**src/rtl/rnd_arb_pkg.sv**
```systemverilog
// Shared configuration, rounding function and sizing helper for the rnd_arb
// round-robin rounding scheduler.
package rnd_arb_pkg;

  function automatic int unsigned clog2(input int unsigned n);
    int unsigned r;
    r = 0;
    while ((32'd1 << r) < n) r++;
    return r;
  endfunction

  localparam int unsigned NREQ   = 4;
  localparam int unsigned DW_IN  = 10;
  localparam int unsigned DW_RND = 2;
  localparam int unsigned DW_OUT = DW_IN - DW_RND;
  localparam int unsigned DW_R   = DW_OUT + 1;
  localparam int unsigned IDW    = clog2(NREQ);

  typedef struct packed {
    logic              ovf;
    logic [DW_OUT-1:0] res;
  } rnd_res_t;

  // Round-half-up: drop DW_RND LSBs and add back the MSB of the dropped part.
  // The carry-out flags a wrap to zero; there is no saturation.
  function automatic rnd_res_t rnd_op(input logic [DW_IN-1:0] din);
    logic [DW_R-1:0] r;
    rnd_res_t        o;
    r     = {1'b0, din[DW_IN-1:DW_RND]} + DW_R'(din[DW_RND-1]);
    o.ovf = r[DW_OUT];
    o.res = r[DW_OUT-1:0];
    return o;
  endfunction

endpackage

```
**src/rtl/rnd_rr_pick.sv**
```systemverilog
// Combinational round-robin picker: first valid requester after ptr, wrapping.
module rnd_rr_pick #(
  parameter int unsigned NREQ = 4,
  parameter int unsigned IDW  = 2
) (
  input  logic [NREQ-1:0] vld,
  input  logic [IDW-1:0]  ptr,
  output logic [NREQ-1:0] grant_c,
  output logic [IDW-1:0]  idx_c,
  output logic            any_c
);

  int unsigned    k;
  logic [IDW-1:0] k_idx;

  always_comb begin
    grant_c = '0;
    idx_c   = '0;
    any_c   = 1'b0;
    k       = 0;
    k_idx   = '0;
    for (int unsigned off = 1; off <= NREQ; off++) begin
      k     = (32'(ptr) + off) % NREQ;
      k_idx = IDW'(k);
      if (!any_c && vld[k_idx]) begin
        any_c          = 1'b1;
        idx_c          = k_idx;
        grant_c[k_idx] = 1'b1;
      end
    end
  end

endmodule

```
**src/rtl/rnd_arb.sv**
```systemverilog
// Round-robin scheduler sharing one round-half-up datapath across NREQ lanes,
// with a one-deep registered output stage tagged by requester id.
module rnd_arb
  import rnd_arb_pkg::*;
(
  input  logic                  i_clk,
  input  logic                  i_rst_n,
  input  logic [NREQ-1:0]       i_req_vld,
  input  logic [NREQ*DW_IN-1:0] i_req_din,
  output logic [NREQ-1:0]       o_req_rdy,
  output logic                  o_vld,
  output logic [DW_OUT-1:0]     o_dout,
  output logic [IDW-1:0]        o_id,
  output logic                  o_ovf,
  input  logic                  i_rdy
);

  logic [IDW-1:0]   ptr;
  logic [NREQ-1:0]  grant_c;
  logic [IDW-1:0]   win_c;
  logic             any_c;
  logic             can_accept_c;
  logic             xfer_c;
  logic [DW_IN-1:0] din_sel_c;
  rnd_res_t         rnd_c;

  rnd_rr_pick #(
    .NREQ (NREQ),
    .IDW  (IDW)
  ) u_pick (
    .vld     (i_req_vld),
    .ptr     (ptr),
    .grant_c (grant_c),
    .idx_c   (win_c),
    .any_c   (any_c)
  );

  // Output register is free if empty or being drained this cycle.
  assign can_accept_c = ~o_vld | i_rdy;
  assign o_req_rdy    = grant_c & {NREQ{can_accept_c & i_rst_n}};
  assign xfer_c       = any_c & can_accept_c;

  always_comb begin
    din_sel_c = '0;
    for (int k = 0; k < int'(NREQ); k++) begin
      din_sel_c = din_sel_c | (i_req_din[k*DW_IN +: DW_IN] & {DW_IN{grant_c[k]}});
    end
  end

  assign rnd_c = rnd_op(din_sel_c);

  // Priority pointer only moves on a transfer; a drain alone leaves data held.
  always_ff @(posedge i_clk or negedge i_rst_n) begin
    if (!i_rst_n) begin
      ptr    <= IDW'(NREQ - 1);
      o_vld  <= 1'b0;
      o_dout <= '0;
      o_id   <= '0;
      o_ovf  <= 1'b0;
    end else if (xfer_c) begin
      ptr    <= win_c;
      o_vld  <= 1'b1;
      o_dout <= rnd_c.res;
      o_id   <= win_c;
      o_ovf  <= rnd_c.ovf;
    end else if (i_rdy) begin
      o_vld  <= 1'b0;
    end
  end

endmodule

```
**config.mk**
```make
export PLATFORM = sky130hd
export DESIGN_NAME = rnd_arb
export DESIGN_NICKNAME = d
export VERILOG_FILES = /design/src/rtl/rnd_arb_pkg.sv /design/src/rtl/rnd_rr_pick.sv /design/src/rtl/rnd_arb.sv
export SDC_FILE = /design/constraint.sdc
export NUM_CORES = 1
export LEC_CHECK = 0
export CAP_MARGIN = 20
export CORE_MARGIN = 2
export CORE_UTILIZATION = 40
export CTS_BUF_LIST = sky130_fd_sc_hd__clkbuf_16
export DETAILED_ROUTE_END_ITERATION = 8
export PLACE_DENSITY = 0.81
export SYNTH_ARGS = -nofsm -noshare
export SYNTH_HDL_FRONTEND = slang
export SYNTH_SLANG_ARGS = --single-unit
```
**constraint.sdc**
```tcl
create_clock -name i_clk -period 3.5 [get_ports i_clk]
set_input_delay 0.525 -clock i_clk [delete_from_list [all_inputs] [get_ports i_clk]]
set_output_delay 0.525 -clock i_clk [all_outputs]
set_load 0.02 [all_outputs]
```
# Yosys cells after proc, flatten, opt, wreduce, memory -nomap -nowiden
# Index checks and enable logic that the tools add are counted.
[word_totals] n_memories=0 out_inout_bits=16 ff_bits=14 latch_bits=0 rom_bits=0 ram_bits=0
[classes] n_eq_ne=0 n_reduce_logical=11 shift=0 multipliers=0 addsub=5 div=0 bitwise_logic=15 order_cmp=8 mux=30
[ops] cell="$and 10x10->10" n=4
[ops] cell="$or 10x10->10" n=3
[ops] cell="$mux 4" n=4
[ops] cell="$mux 1" n=14
[ops] cell="$lt 2x3->1 const B" n=4
[ops] cell="$or 4x4->4" n=3
[ops] cell="$add 8x1->9" n=1
[ops] cell="$bmux 1 s2" n=4
[ops] cell="$demux 1 s2" n=4
[ops] cell="$ge 2x1->1 const B" n=4
[ops] cell="$mux 2" n=4
[ops] cell="$logic_and 1x1->1" n=7
[ops] cell="$add 2x1->2 const B" n=2
[ops] cell="$add 2x2->2 const B" n=2
[ops] cell="$and 4x4->4" n=1
[ops] cell="$logic_not 1->1" n=3
[ops] cell="$and 1x1->1" n=2
[ops] cell="$reduce_bool 2->1" n=1
[ops] cell="$not 1->1" n=1
[ops] cell="$or 1x1->1" n=1

# Longest topological paths before layout
[depth] depth_word=18 mapped_depth=15 mapped_depth_nobuf=13

# By module
# Synthesis repeated with hierarchy kept, for this count alone.
[hier_totals] hier_cells=188 hier_area_um2=1626.6
[by_module_without_submodules] module="rnd_arb" cells_each=102 instances=1 area_per_inst_um2=997.2
[by_module_without_submodules] module="rnd_rr_pick" cells_each=86 instances=1 area_per_inst_um2=629.4

# Least setup slack after synthesis
# Ideal clock, no wire load.
[synth_path] path_type="reg-to-reg" startpoint="register ptr[1]" endpoint="register o_dout[5]" period_less_slack_ns=3.669 setup_slack_ns=-0.169 setup_ns=0.120 required_ns=3.380 stages_incl_launch_ff=16 t_arrival_ns=3.549 path_cell_list="dfstp_2 clkbuf_1 inv_1 ha_1 mux4_2 nand2_1 o21ai_1 or3_1 nand2_1 o21ai_0 a221o_1 ha_1 and4_1 buf_6 a21o_1 a31o_1"
[synth_via] elab_chain_cells=18 word_cells_on_any_way=58
[synth_rtl] item="start, declared" line_no="rnd_arb.sv:18" source="logic [IDW-1:0] ptr;"
[synth_rtl] item="start signal, assigned" line_no="rnd_arb.sv:55" source="ptr <= IDW'(NREQ - 1);"
[synth_rtl] item="start signal, assigned" line_no="rnd_arb.sv:61" source="ptr <= win_c;"
[synth_rtl] item="parallel branches: the longest is 18 deep, another holds $lt 2x3->1"
[synth_rtl] item="end signal, assigned" line_no="rnd_arb.sv:63" source="o_dout <= rnd_c.res;"
[synth_rtl] item="end, declared" line_no="rnd_arb.sv:12" source="output logic [DW_OUT-1:0] o_dout,"
# Parallel ways; which one is timed is not known. The select of a mux whose other input is x is not followed.
# A chain may end at the register's enable or synchronous reset.

# Final worst setup path
[layout_path] startpoint="register ptr[0]" endpoint="register o_dout[5]"
# The elaborated chain is that of the path after synthesis.

==> flow_summary.toml <==
[die]
io_pins = 63
die_area_um2 = 4480
start_util_pct = 42.3
coreArea_um2 = 3740
die_y_um = 67.0
rows = 22
fp.dieW_um = 67.0

[logic_synthesis]
ys_seq_area_share_pct = 22.3
synth.avg_cell_area_um2 = 8.66
synth_edf_count = 0
synth-main-ff-cell = "dfrtp_1"
syn-num-nets = 240
synth_common_cells = "nand2_1, o31ai_1, dfrtp_1, inv_1, ha_1"
synthCells = 183
yosys.area.top_type_share_pct = 18.9
netlist_area_um2 = 1590
synth_top_area_cell = "dfrtp_1"
yosysWarnings = 0
synth.most_common_cell = "nand2_1"
ys_ff_latch = 14
async_reset_ff_share_pct = 100
yosysUniqueCellTypes = 56
synth.area.top_cells = "dfrtp_1, o31ai_1, ha_1"

[timing]
finalCriticalPeriod_ns = 3.29
finalHoldViolCount = 0
clock.fmax_mhz = 304
setup_viol = 0
final.period_utilization_pct = 94.0
hold_ws_ns = 0.477
max-slew-margin-rel_pct = 75.9
rsz0062_at_grt = "no"
setup-tns-final_ns = 0
max_slew.worst_pin.slew_ns = 0.358
drv_slew = 0
setup_ws_ns = 0.211
clock_skew_ns = 0.000744

[worst_hold_path]
worstHoldPathCells = 2
hp-class = "flip-flop to flip-flop"
hp-start = "o_dout[2]"
worstHoldEndpoint = "o_dout[2]"

[drt]
dr.pass1.iters = 4
drt_wl_total_um = 4910
vias_per_cell = 5.65
post_drt_wl_per_cell_um = 15.2
drc = 0
ant_nets = 0
route.vias.total = 1831
drt_first_iter_violations = 111

[power_and_ir_drop]
vdd_drop_max_mv = 0.412
power.leakage_uw = 0.00121
totalPowerFinal_uw = 2360
p_per_area_nw_per_um2 = 911

[place]
dp_slack_ns = -0.137
gp_congestion = 0.866
io_buffers = 58
post-dp-hpwl_um = 3880

[job]
max-cap-violations = 0

[cells_and_area]
num-fill-cells = 315
area_growth_syn_to_layout_pct = 63.4
fin_nets = 334
insertedDiodeCount = 0
drive_gt1_share_pct = 25.0

[clocking]
cts_resized = 3
postCtsSetupRepairBufs = 0
cts_tree = "yes"
hold_buffers = 0
clk_pin_slew_worst_paths_ns = 0.04
root_buffer = "clkbuf_16"
clock_tree.buffer_depth = 2
clk_latency_ns = 0.24
cts.sinks = 14
h-tree-depth = 1
cts_inserted_buffers = 3

[grt]
grt_use_total_pct = 23.8
grt_pass1_wl_um = 8180
grt_pass1_vias = 1824
grt_start_max_net_pins = 23
grt_overflow_total = 0
antenna_found_initial = 0

[worst_setup_path]
r2r-start = "ptr[0]"
cp_max_fo = 7
worstPathRequired_ns = 3.63
rr_worst_depth = 13
worstReg2RegEnd = "o_dout[5]"
r2r_slack_ns = 0.21
path_class = "flip-flop to flip-flop"
cp-end-kind = "flip-flop"
arrival_ns = 3.42
cp-start-kind = "flip-flop"

[outcome]
status = "finished, final reports clean"
[cells in the final DEF (no fill, tap or decap), types with 3 or more instances in the layout]
master | synthesis | routed
a21boi_1 | 3 | 3
a21o_1 | 4 | 4
a21oi_1 | 3 | 3
buf_4 | 0 | 40
clkbuf_16 | 0 | 3
clkdlybuf4s50_1 | 0 | 50
dfrtp_1 | 12 | 12
dlygate4sd2_1 | 0 | 3
dlymetal6s2s_1 | 0 | 5
ha_1 | 10 | 9
inv_1 | 12 | 13
nand2_1 | 28 | 28
nor2_1 | 4 | 4
nor2b_1 | 3 | 3
nor4b_2 | 3 | 3
o2111ai_1 | 4 | 4
o21ai_0 | 5 | 5
o21ai_1 | 8 | 6
o31ai_1 | 20 | 20
[stage by stage]
step	cell area [um2]	instances	utilization, %
floorplan	1610	183	-
global placement	2500	320	66.7
detailed placement	2500	320	66.7
CTS	2570	324	68.8
global route	2590	324	69.2
finish	2590	324	69.2
[critical path, cell delays in order (launching register included)]
cell and delay [ns]:
dfstp_2 0.54, inv_1 0.08, ha_4 0.31, mux4_2 0.39, nand2_1 0.12, o21ai_2 0.06, or3_4 0.38, nand2_1 0.08
o21ai_0 0.08, a221o_1 0.30, ha_1 0.22, and4_1 0.23, a21o_1 0.18, a31o_1 0.20
[layout make-up]
| class | count | area [um2] | area share, % |
|---|---|---|---|
| clock buffer | 3 | 75.1 | 2.90 |
| clock inverter | 1 | 3.75 | 0.145 |
| inverter | 12 | 45.0 | 1.74 |
| multi-input combinational | 148 | 1160 | 44.9 |
| sequential | 14 | 353 | 13.6 |
| tap | 48 | 60.1 | 2.32 |
| timing repair buffer | 98 | 890 | 34.3 |
[worst max-delay path by stage]
stage	from	end	slack [ns]	cells after the start
4_1_cts	i_req_vld[1]	o_req_rdy[0]	0.05	8
3_5_place_dp	i_req_vld[0]	o_dout[5]	-0.14	12
2_1_floorplan	ptr[0]	o_dout[5]	0.02	14
3_3_place_gp	i_req_vld[0]	o_dout[5]	-0.07	12
5_1_grt	ptr[0]	o_dout[5]	0.04	14
6_report	ptr[0]	o_dout[5]	0.21	13
[state kept, by name, indices dropped and copies added, names as in the netlist]
name	cells
o_id	2
ptr	2
o_vld	1
o_ovf	1
o_dout	8
[logic make-up (layout without fill, tap and decap cells)]
family / count (synthesis) / in the layout / synth area share [%]
AO/OA/AOI/OAI: 68 / 68 / 34.4
XOR/XNOR: 3 / 3 / 1.66
adder cells (fa/ha/maj): 10 / 10 / 7.89
buffers and inverters: 21 / 114 / 6.39
flip-flops: 14 / 14 / 22.3
multiplexers: 2 / 2 / 2.84
AND/OR/NAND/NOR: 65 / 65 / 24.5
[per-layer routing]
layer / track usage, % / share of wire (%) / wire length [um] / vias up
met3: 6.25 / 8.5 / 419 / 13
met5: 0 / 0 / 0 / -
li1: - / - / - / 885
met4: 8.67 / 2.1 / 104 / 0
met1: 28.5 / 41 / 2030 / 856
met2: 40.9 / 48 / 2360 / 77
[power by group]
group          internal [uW]  switching [uW]
combinational            906             963
clock                    151            63.3
sequential               241            34.9
Power figures use the tool's default switching activity.
